$ cat src/rtl/load_sensor_pkg.sv
// Shared types for the drum load-sensing block.
//   state_t      : controller FSM states
//   load_class_t : load classification reported to the wash-programme controller
//   fault_code_t : reason for a failed measurement
//   classify()   : maps a window average onto a load class
package load_sensor_pkg;

  typedef enum logic [2:0] {
    ST_IDLE,
    ST_SAMPLE,
    ST_EVAL,
    ST_REDIST,
    ST_DONE,
    ST_FAULT
  } state_t;

  typedef enum logic [1:0] {
    LC_EMPTY  = 2'd0,
    LC_LIGHT  = 2'd1,
    LC_MEDIUM = 2'd2,
    LC_HEAVY  = 2'd3
  } load_class_t;

  typedef enum logic [1:0] {
    FC_NONE      = 2'd0,
    FC_OVERLOAD  = 2'd1,
    FC_IMBALANCE = 2'd2
  } fault_code_t;

  // Each threshold is the inclusive lower bound of its class.
  function automatic load_class_t classify(input int unsigned avg,
                                           input int unsigned thr_low,
                                           input int unsigned thr_med,
                                           input int unsigned thr_high);
    if (avg >= thr_high)     return LC_HEAVY;
    else if (avg >= thr_med) return LC_MEDIUM;
    else if (avg >= thr_low) return LC_LIGHT;
    else                     return LC_EMPTY;
  endfunction

endpackage

$ cat src/rtl/load_sensor_ctrl_if.sv
// Weight-sample stream from the load-cell front end (valid/ready).
//   sample_valid : front end presents a sample
//   sample_data  : weight sample
//   sample_ready : consumer accepts a sample this cycle
interface load_sensor_ctrl_if #(
  parameter int unsigned W_WIDTH = 8
);
  logic               sample_valid;
  logic [W_WIDTH-1:0] sample_data;
  logic               sample_ready;

  modport master (output sample_valid, output sample_data, input sample_ready);
  modport slave  (input sample_valid, input sample_data, output sample_ready);
endinterface

$ cat src/rtl/load_stats.sv
// Window statistics: running sum, min, max and sample count.
//   clk, reset_n  : clock, async active-low reset
//   clear         : restart the window (priority over strobe)
//   strobe, data  : accepted sample
//   window_full_c : this strobe completes the window of 2**LOG2_N samples
//   avg_c         : truncated window average
//   spread_c      : max - min over the window
module load_stats #(
  parameter int unsigned W_WIDTH = 8,
  parameter int unsigned LOG2_N  = 3
) (
  input  logic               clk,
  input  logic               reset_n,
  input  logic               clear,
  input  logic               strobe,
  input  logic [W_WIDTH-1:0] data,
  output logic               window_full_c,
  output logic [W_WIDTH-1:0] avg_c,
  output logic [W_WIDTH-1:0] spread_c
);

  localparam int unsigned SUM_W = W_WIDTH + LOG2_N;
  localparam int unsigned CNT_W = LOG2_N + 1;
  localparam int unsigned N     = 1 << LOG2_N;

  logic [SUM_W-1:0]   sum;
  logic [W_WIDTH-1:0] min_q;
  logic [W_WIDTH-1:0] max_q;
  logic [CNT_W-1:0]   cnt;

  // Accumulate; sum is wide enough that a full window cannot overflow.
  always_ff @(posedge clk or negedge reset_n) begin
    if (!reset_n) begin
      sum   <= '0;
      min_q <= '1;
      max_q <= '0;
      cnt   <= '0;
    end else if (clear) begin
      sum   <= '0;
      min_q <= '1;
      max_q <= '0;
      cnt   <= '0;
    end else if (strobe) begin
      sum   <= sum + SUM_W'(data);
      min_q <= (data < min_q) ? data : min_q;
      max_q <= (data > max_q) ? data : max_q;
      cnt   <= cnt + CNT_W'(1);
    end
  end

  assign window_full_c = strobe && (cnt == CNT_W'(N - 1));
  assign avg_c         = W_WIDTH'(sum >> LOG2_N);
  assign spread_c      = max_q - min_q;

endmodule

$ cat src/rtl/load_sensor_ctrl.sv
// Drum load-sensing controller: averages a window of weight samples, retries
// drum redistribution on imbalance, classifies the load or reports a fault.
//   clk, reset_n : clock, async active-low reset
//   start        : level request, held for measurement and acknowledge
//   abort        : synchronous cancel
//   smp          : sample stream (slave side)
//   busy, redistribute, load_ready, load_class, avg_weight, imbalance,
//   retry_cnt, fault, fault_code : registered status / result outputs
module load_sensor_ctrl
  import load_sensor_pkg::*;
#(
  parameter int unsigned W_WIDTH       = 8,
  parameter int unsigned LOG2_N        = 3,
  parameter int unsigned THR_LOW       = 16,
  parameter int unsigned THR_MED       = 64,
  parameter int unsigned THR_HIGH      = 128,
  parameter int unsigned THR_MAX       = 200,
  parameter int unsigned SPREAD_MAX    = 24,
  parameter int unsigned MAX_RETRIES   = 3,
  parameter int unsigned SETTLE_CYCLES = 16
) (
  input  logic                                 clk,
  input  logic                                 reset_n,
  input  logic                                 start,
  input  logic                                 abort,
  load_sensor_ctrl_if.slave                    smp,
  output logic                                 busy,
  output logic                                 redistribute,
  output logic                                 load_ready,
  output logic [1:0]                           load_class,
  output logic [W_WIDTH-1:0]                   avg_weight,
  output logic                                 imbalance,
  output logic [$clog2(MAX_RETRIES+1)-1:0]     retry_cnt,
  output logic                                 fault,
  output logic [1:0]                           fault_code
);

  localparam int unsigned RC_W  = $clog2(MAX_RETRIES + 1);
  localparam int unsigned TMR_W = $clog2(SETTLE_CYCLES + 1);
  localparam logic [W_WIDTH-1:0] THR_MAX_W    = W_WIDTH'(THR_MAX);
  localparam logic [W_WIDTH-1:0] SPREAD_MAX_W = W_WIDTH'(SPREAD_MAX);

  state_t             state, state_d;
  logic [TMR_W-1:0]   tmr, tmr_d;
  logic               sample_ready_q;
  logic               accept_c, clear_c, window_full_c, over_c, imb_c, cancel_c;
  logic [W_WIDTH-1:0] avg_c, spread_c;

  logic               busy_d, redistribute_d, load_ready_d, sample_ready_d;
  logic               imbalance_d, fault_d;
  logic [1:0]         load_class_d, fault_code_d;
  logic [W_WIDTH-1:0] avg_weight_d;
  logic [RC_W-1:0]    retry_d;

  assign smp.sample_ready = sample_ready_q;
  assign accept_c = smp.sample_valid && sample_ready_q;
  // Window restarts while idle and throughout the settle period.
  assign clear_c  = (state == ST_IDLE) || (state == ST_REDIST);
  assign over_c   = avg_c > THR_MAX_W;
  assign imb_c    = spread_c > SPREAD_MAX_W;

  load_stats #(
    .W_WIDTH(W_WIDTH),
    .LOG2_N (LOG2_N)
  ) u_stats (
    .clk          (clk),
    .reset_n      (reset_n),
    .clear        (clear_c),
    .strobe       (accept_c),
    .data         (smp.sample_data),
    .window_full_c(window_full_c),
    .avg_c        (avg_c),
    .spread_c     (spread_c)
  );

  // Next state and next registered outputs.
  always_comb begin
    state_d      = state;
    tmr_d        = '0;
    load_class_d = load_class;
    avg_weight_d = avg_weight;
    imbalance_d  = imbalance;
    retry_d      = retry_cnt;
    fault_code_d = fault_code;
    cancel_c     = abort ||
                   (!start && (state inside {ST_SAMPLE, ST_EVAL, ST_REDIST}));

    unique case (state)
      ST_IDLE:   if (start) state_d = ST_SAMPLE;
      ST_SAMPLE: if (window_full_c) state_d = ST_EVAL;
      ST_EVAL: begin
        imbalance_d  = imb_c;
        avg_weight_d = avg_c;
        // Overload wins over imbalance and is never retried.
        if (over_c) begin
          state_d      = ST_FAULT;
          fault_code_d = FC_OVERLOAD;
        end else if (imb_c && (retry_cnt < RC_W'(MAX_RETRIES))) begin
          state_d = ST_REDIST;
          retry_d = retry_cnt + RC_W'(1);
        end else if (imb_c) begin
          state_d      = ST_FAULT;
          fault_code_d = FC_IMBALANCE;
        end else begin
          state_d      = ST_DONE;
          load_class_d = classify(32'(avg_c), THR_LOW, THR_MED, THR_HIGH);
        end
      end
      ST_REDIST: begin
        tmr_d = tmr + TMR_W'(1);
        if (tmr == TMR_W'(SETTLE_CYCLES - 1)) state_d = ST_SAMPLE;
      end
      ST_DONE, ST_FAULT: if (!start) state_d = ST_IDLE;
      default:   state_d = ST_IDLE;
    endcase

    if (cancel_c) state_d = ST_IDLE;

    // Returning to idle drops every result so nothing stale is reported.
    if (state_d == ST_IDLE) begin
      load_class_d = '0;
      avg_weight_d = '0;
      imbalance_d  = 1'b0;
      retry_d      = '0;
      fault_code_d = FC_NONE;
    end

    busy_d         = state_d inside {ST_SAMPLE, ST_EVAL, ST_REDIST};
    sample_ready_d = (state_d == ST_SAMPLE);
    redistribute_d = (state_d == ST_REDIST);
    load_ready_d   = (state_d == ST_DONE);
    fault_d        = (state_d == ST_FAULT);
  end

  // State, settle timer and output registers.
  always_ff @(posedge clk or negedge reset_n) begin
    if (!reset_n) begin
      state          <= ST_IDLE;
      tmr            <= '0;
      sample_ready_q <= 1'b0;
      busy           <= 1'b0;
      redistribute   <= 1'b0;
      load_ready     <= 1'b0;
      load_class     <= '0;
      avg_weight     <= '0;
      imbalance      <= 1'b0;
      retry_cnt      <= '0;
      fault          <= 1'b0;
      fault_code     <= '0;
    end else begin
      state          <= state_d;
      tmr            <= tmr_d;
      sample_ready_q <= sample_ready_d;
      busy           <= busy_d;
      redistribute   <= redistribute_d;
      load_ready     <= load_ready_d;
      load_class     <= load_class_d;
      avg_weight     <= avg_weight_d;
      imbalance      <= imbalance_d;
      retry_cnt      <= retry_d;
      fault          <= fault_d;
      fault_code     <= fault_code_d;
    end
  end

endmodule

$ cat src/flat_wrapper.sv
// flat-port wrapper written by rule: the top's interface ports become plain ports
module load_sensor_ctrl_flat import load_sensor_pkg::*;
#(
  parameter int unsigned W_WIDTH       = 8,
  parameter int unsigned LOG2_N        = 3,
  parameter int unsigned THR_LOW       = 16,
  parameter int unsigned THR_MED       = 64,
  parameter int unsigned THR_HIGH      = 128,
  parameter int unsigned THR_MAX       = 200,
  parameter int unsigned SPREAD_MAX    = 24,
  parameter int unsigned MAX_RETRIES   = 3,
  parameter int unsigned SETTLE_CYCLES = 16
)
  (clk, reset_n, start, abort, busy, redistribute, load_ready, load_class, avg_weight, imbalance, retry_cnt, fault, fault_code, smp_sample_valid, smp_sample_data, smp_sample_ready);
  load_sensor_ctrl_if #(.W_WIDTH(W_WIDTH)) smp_i ();
  input  logic clk;
  input  logic reset_n;
  input  logic start;
  input  logic abort;
  output logic busy;
  output logic redistribute;
  output logic load_ready;
  output logic [1:0] load_class;
  output logic [W_WIDTH-1:0] avg_weight;
  output logic imbalance;
  output logic [$clog2(MAX_RETRIES+1)-1:0] retry_cnt;
  output logic fault;
  output logic [1:0] fault_code;
  input wire logic [$bits(smp_i.sample_valid)-1:0] smp_sample_valid;
  input wire logic [$bits(smp_i.sample_data)-1:0] smp_sample_data;
  output wire logic [$bits(smp_i.sample_ready)-1:0] smp_sample_ready;
  assign smp_i.sample_valid = smp_sample_valid;
  assign smp_i.sample_data = smp_sample_data;
  assign smp_sample_ready = smp_i.sample_ready;
  load_sensor_ctrl #(.W_WIDTH(W_WIDTH), .LOG2_N(LOG2_N), .THR_LOW(THR_LOW), .THR_MED(THR_MED), .THR_HIGH(THR_HIGH), .THR_MAX(THR_MAX), .SPREAD_MAX(SPREAD_MAX), .MAX_RETRIES(MAX_RETRIES), .SETTLE_CYCLES(SETTLE_CYCLES)) u_core (.clk(clk), .reset_n(reset_n), .start(start), .abort(abort), .smp(smp_i), .busy(busy), .redistribute(redistribute), .load_ready(load_ready), .load_class(load_class), .avg_weight(avg_weight), .imbalance(imbalance), .retry_cnt(retry_cnt), .fault(fault), .fault_code(fault_code));
endmodule
$ cat config.mk
export PLATFORM = sky130hd
export DESIGN_NAME = load_sensor_ctrl_flat
export DESIGN_NICKNAME = d
export VERILOG_FILES = /design/src/rtl/load_sensor_pkg.sv /design/src/rtl/load_sensor_ctrl_if.sv /design/src/rtl/load_stats.sv /design/src/rtl/load_sensor_ctrl.sv /design/src/flat_wrapper.sv
export SDC_FILE = /design/constraint.sdc
export NUM_CORES = 1
export LEC_CHECK = 0
export CAP_MARGIN = 30
export CORE_MARGIN = 2
export CORE_UTILIZATION = 50
export CTS_CLUSTER_SIZE = 8
export DETAILED_ROUTE_END_ITERATION = 7
export PLACE_DENSITY = 0.69
export SLEW_MARGIN = 0
export SYNTH_ARGS = -nofsm -noshare
export SYNTH_HDL_FRONTEND = slang
export SYNTH_SLANG_ARGS = --single-unit
$ cat constraint.sdc
create_clock -name clk -period 7.08 [get_ports clk]
set_input_delay 1.416 -clock clk [delete_from_list [all_inputs] [get_ports clk]]
set_output_delay 1.416 -clock clk [all_outputs]
set_load 0.01 [all_outputs]
# After elaboration in Yosys (flattened, before gate mapping)

Index checks and enable logic that the tools add are counted.

Input port bits: 13
Output and inout bits: 20
Flip-flop bits (word level): 59
Word-level logic and storage cells: 109

Mux-type cells: 41
Add/subtract/negate cells: 5
Reductions and logical operators: 23
Order comparisons: 8
Eq/ne operators: 16

Operators by type and width:

| cell                                                              | number |
|---|---|
| two-way mux 8 bit                                                 | 8 |
| two-way mux 2 bit                                                 | 16 |
| two-way mux 11 bit                                                | 2 |
| two-way mux 3 bit                                                 | 7 |
| case mux 3 bit (5 select lines)                                   | 1 |
| == test 3 x 2 -> 1 bit, second input constant                     | 4 |
| == test 3 bit, second input constant                              | 4 |
| adder 11 x 8 -> 11 bit                                            | 1 |
| nonzero test 2 bit                                                | 5 |
| nonzero test 3 bit                                                | 3 |
| greater-or-equal comparator 8 x 5 -> 1 bit, second input constant | 1 |
| greater-or-equal comparator 8 x 7 -> 1 bit, second input constant | 1 |
| greater-or-equal comparator 8 bit, second input constant          | 1 |
| > comparator 8 x 5 -> 1 bit, second input constant                | 1 |
| > comparator 8 bit                                                | 1 |
| > comparator 8 bit, second input constant                         | 1 |
| less-than comparator 8 bit                                        | 1 |
| two-way mux 4 bit                                                 | 2 |
| subtractor 8 bit                                                  | 1 |
| == test 3 x 1 -> 1 bit, second input constant                     | 2 |
| logical NOT 3 bit                                                 | 2 |
| inequality test 2 bit, second input constant                      | 3 |
| AND reduction 3 bit                                               | 2 |
| adder 5 x 1 -> 5 bit, second input constant                       | 1 |
| other kinds (14)                                                  | 22 |

# Logic depth before layout (Yosys ltp)

Gate-level depths: netlist of the first run.

Depth in word-level cells: 10
Mapped depth: 13
Gate-level depth less buffers: 12

# By module

A second synthesis of the first run with hierarchy kept.

Cell total of the unflattened synthesis: 401
Area total of the unflattened synthesis: 3847.4 µm²

By module, submodules not included:

| module           | cells an instance | instances | area an instance (µm²) |
|---|---|---|---|
| load_stats       | 265               | 1         | 2454.9 |
| load_sensor_ctrl | 136               | 1         | 1392.6 |

# Worst setup path after synthesis of the first run

Ideal clock, no wire load.

Kind: input to register
Start point: input port smp_sample_data[0]
End point: register u_core.u_stats.sum[10]
Stages: 9
Slack: 3758 ps
Required time: 6943 ps
Arrival: 3185 ps
Path through: ha_1 fa_1 a21o_1 a21oi_1 o21bai_1 a21o_1 a21oi_1 mux2i_1 a31oi_1

Cells in the longest elaborated chain, start to end: 3

Ends and longest elaborated chain:

| item                   | RTL line           | source |
|---|---|---|
| from (decl)            | flat_wrapper.sv:30 | `input wire logic [$bits(smp_i.sample_data)-1:0] smp_sample_data;` |
| adder 11 x 8 -> 11 bit | load_stats.sv:44   | `sum <= sum + SUM_W'(data);` |
| two-way mux 11 bit     | load_stats.sv:43   | `end else if (strobe) begin` |
| two-way mux 11 bit     | load_stats.sv:38   | `end else if (clear) begin` |
| to (signal assigned)   | load_stats.sv:44   |  |
| to (decl)              | load_stats.sv:26   | `logic [SUM_W-1:0] sum;` |

Every way passes these cells. The select of a mux whose other input is x is not followed.
A chain may end at the register's enable or synchronous reset.

# Worst setup path in the final report of the first run

Same ends and word-level chain as after synthesis.

==> qor.txt, run 1 <==
Commonest cells post-synth = nand2_1 (55), dfrtp_1 (51), nor2_1 (45)
Pint = 0.000569 W
CTS H-tree lvls = 3
main combinational cell family by area after synthesis = simple AND/OR/NAND/NOR gates
Ys Warns = 0
Cell Count, Final, Fillers Out = 537
Post-CTS Resized = 0
Die X = 90.5 microns
syn nets = 451
Syn Std Cell Area = 3740 sq um
Switching Fraction = 24.0%
Critical Path Source Type = primary input
mux cell area share after synthesis = 5.21%
CP max stage delay = 460 ps
DP Area = 4150 sq um
CTS buffer count = 9
final instance area = 4360 sq um
period utilization = 51.6%
skew final = 7.81 ps
Synth Flop Type = dfrtp_1
diode count = 0
Max-Cap Viols = 0
Max VDD drop = 0.133 mV
FF/Latch Area = 1490 sq um
Tot Pwr = 0.000748 W
DRC = 0
Synth Area in Adders = 12.4%
family with the most delay on the worst path = compound AO/OA/AOI/OAI gates
GRT Total Usage = 21.4%
num rows = 31
core outline area = 7250 sq um
Seq pwr share = 45.7%
Synth Area per Inst = 9.32 sq um
post-synth cell types = 55
post-DR vias/cell = 5.56
status = finished, final reports clean
Synth area leader = dfrtp_1
Pleak = 2.03 nW
Period minus WS final = 3650 ps
multi-input combinational cell area = 2120 sq um
Slew headroom = 40.0%
f_max = 0.274 GHz
Final ANT Viol Nets = 0
Layout Nets = 483
R2R Setup Slk = 4100 ps
register bit count reported by yosys = 59
Final Slew Violations = 0
Crit path buffers/inverters = 1
Setup-failing EPs final = 0
total clock sinks = 59
Clock Pin Slew Worst Setup and Hold Paths = 70 ps
routed len/inst = 14.8 microns
Comb pwr share = 8.4%
Setup crit end kind = flop
XOR/XNOR Fraction of Synth Area = 3.74%
worst hold path type = flop to flop
WL final = 7970 microns
HPWL after detailed placement = 5700 microns
Critical Path Slowest Stage Cell = clkdlybuf4s50_1
Power Dens Cells = 171 nW/um^2
Root Buffer = clkbuf_8
post-synthesis compound-gate area fraction = 16.4%
Synth area leaders = dfrtp_1 (34%), ha_1 (11%), dfstp_2 (5.6%), nand2_1 (5.5%), mux2i_1 (4.8%)
cell count after synthesis = 402
Fin. Hold Viols = 0
worst skew pair latency = 350 ps
clock network power share = 45.9%
Max clock buf depth = 2
share of post-route cells with drive strength above 1 = 8.45%
number of port buffers = 32
dpl cells = 522
CP Data Required Time = 7260 ps
final RePlAce weighted congestion = 0.870
Post-Synth Simple-Gate Area = 18.9%
count of flip-flops with a built-in enable after synthesis = 0
Post-CTS Setup Repair Bufs = 0
pin count of the biggest net entering global routing = 60
Tightest Pin Transition = 900 ps
grt total ovfl = 0
Hold Buf Count CTS = 0
worst-path fanout max = 4
chip height = 90.5 microns
share of the synthesized area in the top cell type = 34.1%
initial antenna violation count = 0
fill count = 631
vias in the first global route = 3,015
ys async rst share = 100%
sequential area share after synthesis = 39.7%
IO Count = 33
CTS tree = done
RSZ-0062 raised after global routing = no
DR vias = 2,985
count leader, synth = nand2_1
Die ar. = 8200 sq um
violation count after the first detailed-route iteration = 133
CP Class = primary input to flop
Setup TNS Final = 0 ps
switching pwr = 0.000179 W
first-pass GRT wire length = 14,200 microns
worst-path cell chain = clkdlybuf4s50_1 -> ha_1 -> fa_1 -> a21o_1 -> a21oi_1 -> o21bai_1 -> a21o_1 -> a21oi_1 -> mux2i_1 -> a31oi_1
1st-pass router iterations = 5
Area growth, synth to finish = 16.5%
Initial Util = 51.6%
CP arrival = 3840 ps
[final cells by class]
cell class                      instances  share of cell area, %
Sequential cell                        59                   34.1
Multi-Input combinational cell        307                   48.6
Tap cell                               99                   2.84
Clock inverter                          5                   1.78
Clock buffer                           10                   3.15
Inverter                               23                   1.98
Timing Repair Buffer                   34                   7.57
[worst reg2reg max path, delay by kind of cell, from the launching register on]
family,cells,cell delay (ps)
AOI/OAI and AO/OA,3,900
adders and majority gates,2,570
buffers and inverters,1,50
DFF,1,560
muxes,1,300
and+or+nand+nor,3,490
[final timing paths]
| kind | cells after the start | from | to |
|---|---|---|---|
| setup reg to reg | 10 | u_core.u_stats.min_q[0]$_DFFE_PN1P_ | u_core.fault$_DFF_PN0_ |
| max in group asynchronous | 2 | reset_n | u_core.u_stats.max_q[1]$_DFFE_PN0P_ |
| hold reg to reg | 1 | u_core.tmr[0]$_DFF_PN0_ | u_core.tmr[0]$_DFF_PN0_ |
| min in group asynchronous | 2 | reset_n | u_core.u_stats.sum[0]$_DFFE_PN0P_ |
| hold / removal | 1 | u_core.tmr[0]$_DFF_PN0_ | u_core.tmr[0]$_DFF_PN0_ |
| setup / recovery | 10 | smp_sample_data[0] | u_core.u_stats.sum[10]$_DFFE_PN0P_ |
[power groups by stage]
| stage | Sequential (W) | Combinational (W) | Clock, W |
|---|---|---|---|
| floorplan | 0.000347 | 0.0000363 | 0 |
| global placement | 0.000348 | 0.0000617 | 0 |
| detailed placement | 0.000348 | 0.0000632 | 0 |
| CTS | 0.000342 | 0.0000636 | 0.000349 |
| global route | 0.000342 | 0.0000705 | 0.000363 |
| finish | 0.000342 | 0.0000627 | 0.000344 |
[cells by family (layout without fill, tap and decap cells)]
logic type | count (synthesis) | count (layout)
and+or+nand+nor | 148 | 148
AOI/OAI and AO/OA | 88 | 88
DFF | 59 | 59
adders and majority gates | 36 | 36
buffers and inverters | 36 | 72
muxes | 19 | 19
xor gates and xnor gates | 16 | 16
[per-stage QoR]
step           setup WS (ps)  util, %  hold WS (ps)
4_1_cts                 3430     60.2           461
5_1_grt                 3270     60.2           491
6_report                3430     60.2           457
2_1_floorplan           3760        -           433
3_5_place_dp            3060     57.2           452
3_3_place_gp            3140     57.1           445
[placed cells by master (no fill, tap or decap), drive strengths merged, types with 2 or more instances in the layout]
master,n
nand2b,4
fa,2
and3,6
a211oi,7
nor3,2
mux2i,18
clkbuf,10
nand3,2
a31oi,2
nand4b,3
xor2,7
a21oi,37
o21ai,8
and4,3
clkinv,2
and2,6
nor2,45
or2,2
dfstp,8
a311oi,3
inv,23
nor3b,4
nor2b,9
bufinv,2
buf,3
dfrtp,51
clkdlybuf4s50,31
o31ai,2
o21a,5
o21bai,2
nand2,55
a21o,8
nor4b,3
ha,34
a221oi,2
o211ai,3
xnor2,9
nand4,2
[registers in the layout, indices dropped and copies added, names as in the netlist]
register                 count
u_core.fault                 1
u_core.avg_weight            8
u_core.retry_cnt             2
u_core.redistribute          1
u_core.fault_code            2
u_core.smp.sample_ready      1
u_core.u_stats.min_q         8
u_core.imbalance             1
u_core.tmr                   5
u_core.busy                  1
u_core.load_ready            1
u_core.u_stats.max_q         8
u_core.u_stats.sum          11
u_core.load_class            2
u_core.u_stats.cnt           4
u_core.state                 3
[metal layers]
layer  vias to the layer above  track usage [%]  part of all wire, %
met2                        54             33.9                   48
met3                        11             3.26                  3.5
met4                         0             9.23                  1.5
li1                       1465                -                    -
met5                         -                0                    0
met1                      1455             29.1                   47
Note: power is estimated with default switching activity, not from simulation.
==> run 2, diff against run 1 <==
==> constraint.sdc (replaced) <==
create_clock -name clk -period 3.6 [get_ports clk]
set_input_delay 0.72 -clock clk [delete_from_list [all_inputs] [get_ports clk]]
set_output_delay 0.72 -clock clk [all_outputs]
set_load 0.01 [all_outputs]
==> run 2 against run 1 <==
  * Utilization grew 0.36 points
  * Largest power group is now registers
  * Critical path type is now flop to flop
  * Clock skew grew 3.3 ps
  * Final cell count grew 0.74%
  * Largest cell class unchanged
  * Sequential cell count is the same
  * Die area is the same
  * Highest routed layer unchanged
  * Wire length shrank 0.10%
  * Total power grew 95%
  * Final area grew 0.60%
  * Register-to-register slack lost 3500 ps
  * Setup slack lost 2900 ps
==> qor.txt, run 2 (synthesized netlist as in run 1, its figures left out) <==
Setup TNS Final = 0 ps
number of port buffers = 32
final RePlAce weighted congestion = 0.853
num rows = 31
WL final = 7960 microns
total clock sinks = 59
GRT Total Usage = 21.0%
CTS buffer count = 9
Pleak = 2.05 nW
violation count after the first detailed-route iteration = 153
DRC = 0
Die ar. = 8200 sq um
period utilization = 84.5%
Pint = 0.00113 W
Slew headroom = 55.1%
pin count of the biggest net entering global routing = 41
first-pass GRT wire length = 14,100 microns
status = finished, final reports clean
Comb pwr share = 8.6%
Power Dens Cells = 333 nW/um^2
HPWL after detailed placement = 5950 microns
Hold Buf Count CTS = 0
initial antenna violation count = 0
skew final = 11.2 ps
CP Data Required Time = 3800 ps
CP Class = flop to flop
Max VDD drop = 0.191 mV
commonest non-fill, non-tap cell in the layout = nand2_1
Post-CTS Setup Repair Bufs = 0
RSZ-0062 raised after global routing = no
Final ANT Viol Nets = 0
IO Count = 33
Initial Util = 51.6%
worst-path fanout max = 5
switching pwr = 0.000334 W
Root Buffer = clkbuf_8
share of post-route cells with drive strength above 1 = 8.82%
Fin. Hold Viols = 0
Max clock buf depth = 2
Setup-failing EPs final = 0
CTS H-tree lvls = 3
CP arrival = 3250 ps
clock network power share = 45.4%
diode count = 0
Tightest Pin Transition = 673 ps
Top reg by flops = u_core.u_stats.sum
worst skew pair latency = 330 ps
max reg flops = 11
1st-pass router iterations = 4
routed len/inst = 14.7 microns
Die X = 90.5 microns
Post-CTS Resized = 0
Layout Nets = 486
chip height = 90.5 microns
Critical Path Source Type = flop
Final Slew Violations = 0
grt total ovfl = 0
Clock Pin Slew Worst Setup and Hold Paths = 70 ps
worst hold path type = primary input to async pin
core outline area = 7250 sq um
f_max = 0.329 GHz
Max-Cap Viols = 0
CTS tree = done
Period minus WS final = 3040 ps
post-DR vias/cell = 5.38
Seq pwr share = 46.0%
Switching Fraction = 22.9%
vias in the first global route = 2,986
Setup crit end kind = flop
Area growth, synth to finish = 17.2%
DR vias = 2,911
worst hold slack = 338 ps
commonest cells after routing, fill and taps aside = nand2_1 (55), dfrtp_1 (51), nor2_1 (45)
-- run 2: power groups by stage --
stage | sequential, W | combinational [W] | clock (W)
2_1_floorplan | 0.000683 | 0.0000713 | 0
3_3_place_gp | 0.000684 | 0.000124 | 0
3_5_place_dp | 0.000684 | 0.000126 | 0
4_1_cts | 0.000672 | 0.000127 | 0.000681
5_1_grt | 0.000672 | 0.000142 | 0.000711
6_report | 0.000672 | 0.000126 | 0.000664
-- run 2: path summary, 6_finish.rpt --
path,start,endpoint,slack [ps],cells past startpoint
worst max-delay path,u_core.u_stats.min_q[0]$_DFFE_PN1P_,u_core.retry_cnt[1]$_DFFE_PN0P_,560,10
worst min-delay path,reset_n,u_core.u_stats.max_q[0]$_DFFE_PN0P_,340,1
worst max register to register,u_core.u_stats.min_q[0]$_DFFE_PN1P_,u_core.retry_cnt[1]$_DFFE_PN0P_,560,10
worst min register to register,u_core.tmr[0]$_DFF_PN0_,u_core.tmr[0]$_DFF_PN0_,460,1
max in group asynchronous,reset_n,u_core.u_stats.min_q[7]$_DFFE_PN1P_,2380,2
min in group clk,u_core.tmr[0]$_DFF_PN0_,u_core.tmr[0]$_DFF_PN0_,460,1
-- run 2: stage by stage --
stage | instances | power, W | area, sq um | util [%] | worst slack, ps
final | 541 | 0.00146 | 4390 | 60.5 | 559
after global routing | 541 | 0.00153 | 4390 | 60.5 | 370
after CTS | 541 | 0.00148 | 4390 | 60.5 | 560
after detailed placement | 525 | 0.000810 | 4170 | 57.5 | 259
after global placement | 524 | 0.000808 | 4160 | 57.4 | 397
after floorplan | 402 | 0.000754 | 3740 | - | 822
-- run 2: per-layer routing --
layer	global-route usage (%)	wire length (microns)	up-vias
met2	34.2	3810	34
li1	-	-	1472
met4	6.79	58	0
met1	28.6	3940	1401
met3	3.59	161	4
met5	0	0	-
-- run 2: worst max-delay path, stage by stage, from the launching register on --
cell,delay [ps]
dfstp_2,560
ha_1,160
inv_1,50
fa_1,410
a211oi_2,300
nor3b_2,100
mux2_4,300
and4_4,190
a2111oi_4,540
mux2i_1,260
nor2_1,60
-- run 2: final cells by class --
class	instances	area, sq um
clock buffer	12	145
clock inverter	4	73.8
fill	632	2860
inverter	23	86.3
multi-input combinational	307	2120
sequential	59	1490
tap	99	124
timing repair buffer	37	353
==> run 3, diff against run 2 <==
--- a/config.mk
+++ b/config.mk
@@ -10,7 +10,7 @@
 export CORE_UTILIZATION = 50
 export CTS_CLUSTER_SIZE = 8
 export DETAILED_ROUTE_END_ITERATION = 7
-export PLACE_DENSITY = 0.69
+export PLACE_DENSITY = 0.71
 export SLEW_MARGIN = 0
 export SYNTH_ARGS = -nofsm -noshare
 export SYNTH_HDL_FRONTEND = slang
==> constraint.sdc (replaced) <==
create_clock -name clk -period 2.7 [get_ports clk]
set_input_delay 0.54 -clock clk [delete_from_list [all_inputs] [get_ports clk]]
set_output_delay 0.54 -clock clk [all_outputs]
set_load 0.01 [all_outputs]
==> run 3 against run 2 <==
  * The run now ends with negative setup slack left
  * Wire length is 5.8% higher
  * Register-to-register slack worse by 640 ps
  * Non-clock buffer count is 27 higher
  * Global-route usage is 0.93 points higher
  * Utilization is 4.0 points higher
  * Combinational power is 48% higher
  * Sequential cell count stayed put
  * Total power is 37% higher
  * Final area is 6.7% higher
  * Largest cell class unchanged
  * Largest power group is now the clock network
==> qor.txt, run 3 (synthesized netlist as in run 1, its figures left out) <==
status = complete, but fails checks
failing checks = negative setup slack
num rows = 31
Setup crit end kind = flop
Top reg by flops = u_core.u_stats.sum
share of post-route cells with drive strength above 1 = 16.6%
CTS tree = done
grt total ovfl = 0
Max VDD drop = 0.297 mV
worst skew pair latency = 330 ps
first-pass GRT wire length = 14,800 microns
violation count after the first detailed-route iteration = 122
CTS buffer count = 9
CP Class = flop to flop
Levels on crit path = 12
commonest cells after routing, fill and taps aside = nand2_1 (55), dfrtp_1 (51), nor2_1 (45)
CP Data Required Time = 2920 ps
routed len/inst = 14.8 microns
setup ws final = -79.2 ps
cell count of the worst reg-to-reg path = 12
DR vias = 3,096
most used cell along the critical path = buf_4
total clock sinks = 59
diode count = 0
DP Worst Slack = -330 ps
commonest non-fill, non-tap cell in the layout = nand2_1
vias in the first global route = 3,185
Root Buffer = clkbuf_8
RSZ-0062 raised after global routing = yes
Tightest Pin Transition = 721 ps
1st-pass router iterations = 5
Cell Count, Final, Fillers Out = 568
family with the most delay on the worst path = flip-flops
number of port buffers = 32
CTS H-tree lvls = 3
Hold Buf Count CTS = 0
chip height = 90.5 microns
CP arrival = 3000 ps
final instance area = 4680 sq um
Final ANT Viol Nets = 0
Clock Pin Slew Worst Setup and Hold Paths = 70 ps
skew final = 9.54 ps
Slew headroom = 52.0%
CP max stage delay = 560 ps
WL final = 8420 microns
Power Dens Cells = 428 nW/um^2
period utilization = 103%
Critical Path Source Type = flop
post-DR vias/cell = 5.45
Initial Util = 51.6%
pin count of the biggest net entering global routing = 36
Layout Nets = 513
GRT Total Usage = 21.9%
Period minus WS final = 2780 ps
worst-path cell chain = ha_4 -> inv_2 -> fa_2 -> a211oi_4 -> nor3b_2 -> mux2_4 -> and4_4 -> a2111oi_4 -> buf_4 -> buf_4 -> xnor2_2 -> nor2_1
Critical Path Slowest Stage Cell = dfstp_2
DRC = 0
IO Count = 33
worst hold path type = primary input to async pin
Die X = 90.5 microns
max reg flops = 11
Area growth, synth to finish = 25.1%
initial antenna violation count = 0
Die ar. = 8200 sq um
Fin. Hold Viols = 0
Crit path buffers/inverters = 3
DP Area = 4370 sq um
worst-path fanout max = 5
f_max = 0.360 GHz
Setup-failing EPs final = 3
Pleak = 2.19 nW
dpl cells = 549
core outline area = 7250 sq um
final RePlAce weighted congestion = 0.897
HPWL after detailed placement = 6300 microns
Max clock buf depth = 2
Max-Cap Viols = 0
Final Slew Violations = 0
run 3: path summary, 6_finish.rpt:
check	startpoint	to	slack [ps]
max	u_core.u_stats.min_q[0]$_DFFE_PN1P_	u_core.retry_cnt[0]$_DFFE_PN0P_	-80
min in group clk	u_core.tmr[0]$_DFF_PN0_	u_core.tmr[0]$_DFF_PN0_	460
max in group asynchronous	reset_n	u_core.state[2]$_DFF_PN0_	2130
min	reset_n	u_core.u_stats.sum[0]$_DFFE_PN0P_	210
max reg2reg	u_core.u_stats.min_q[0]$_DFFE_PN1P_	u_core.retry_cnt[0]$_DFFE_PN0P_	-80
min reg2reg	u_core.tmr[0]$_DFF_PN0_	u_core.tmr[0]$_DFF_PN0_	460
run 3: metal layers:
layer / track usage, % / wire (microns) / vias up
li1: - / - / 1530
met1: 28.9 / 3920 / 1489
met2: 37.1 / 4050 / 67
met3: 4.01 / 348 / 10
met4: 6.03 / 95 / 0
met5: 0 / 0 / -
run 3: report_power, final:
part	switching [W]	internal (W)
Sequential	0.00000593	0.000891
Clock	0.000351	0.000569
Combinational	0.000106	0.0000797
Total	0.000463	0.00154
run 3: timing repair:
action                                  4_1_cts  5_1_grt
gates resized for setup                       6        8
pin swaps                                     5        2
setup buffers                                 1        2
endpoints found under the setup margin       14       14
run 3: layout make-up:
| type | instances | area, sq um |
|---|---|---|
| Fill cell | 616 | 2570 |
| Clock inverter | 4 | 72.6 |
| Inverter | 23 | 86.3 |
| Multi-Input combinational cell | 307 | 2190 |
| Sequential cell | 59 | 1490 |
| Tap cell | 99 | 124 |
| Timing Repair Buffer | 64 | 568 |
| Clock buffer | 12 | 155 |
run 3: through the flow:
step	total power, W	TNS (ps)	hold WS (ps)	utilization (%)
floorplan	0.00101	-25.8	244	-
detailed placement	0.00109	-3010	455	60.2
global route	0.00208	-988	219	64.6
CTS	0.00202	-41.4	208	63.8
finish	0.00200	-140	208	64.6
global placement	0.00109	-1970	447	60.1
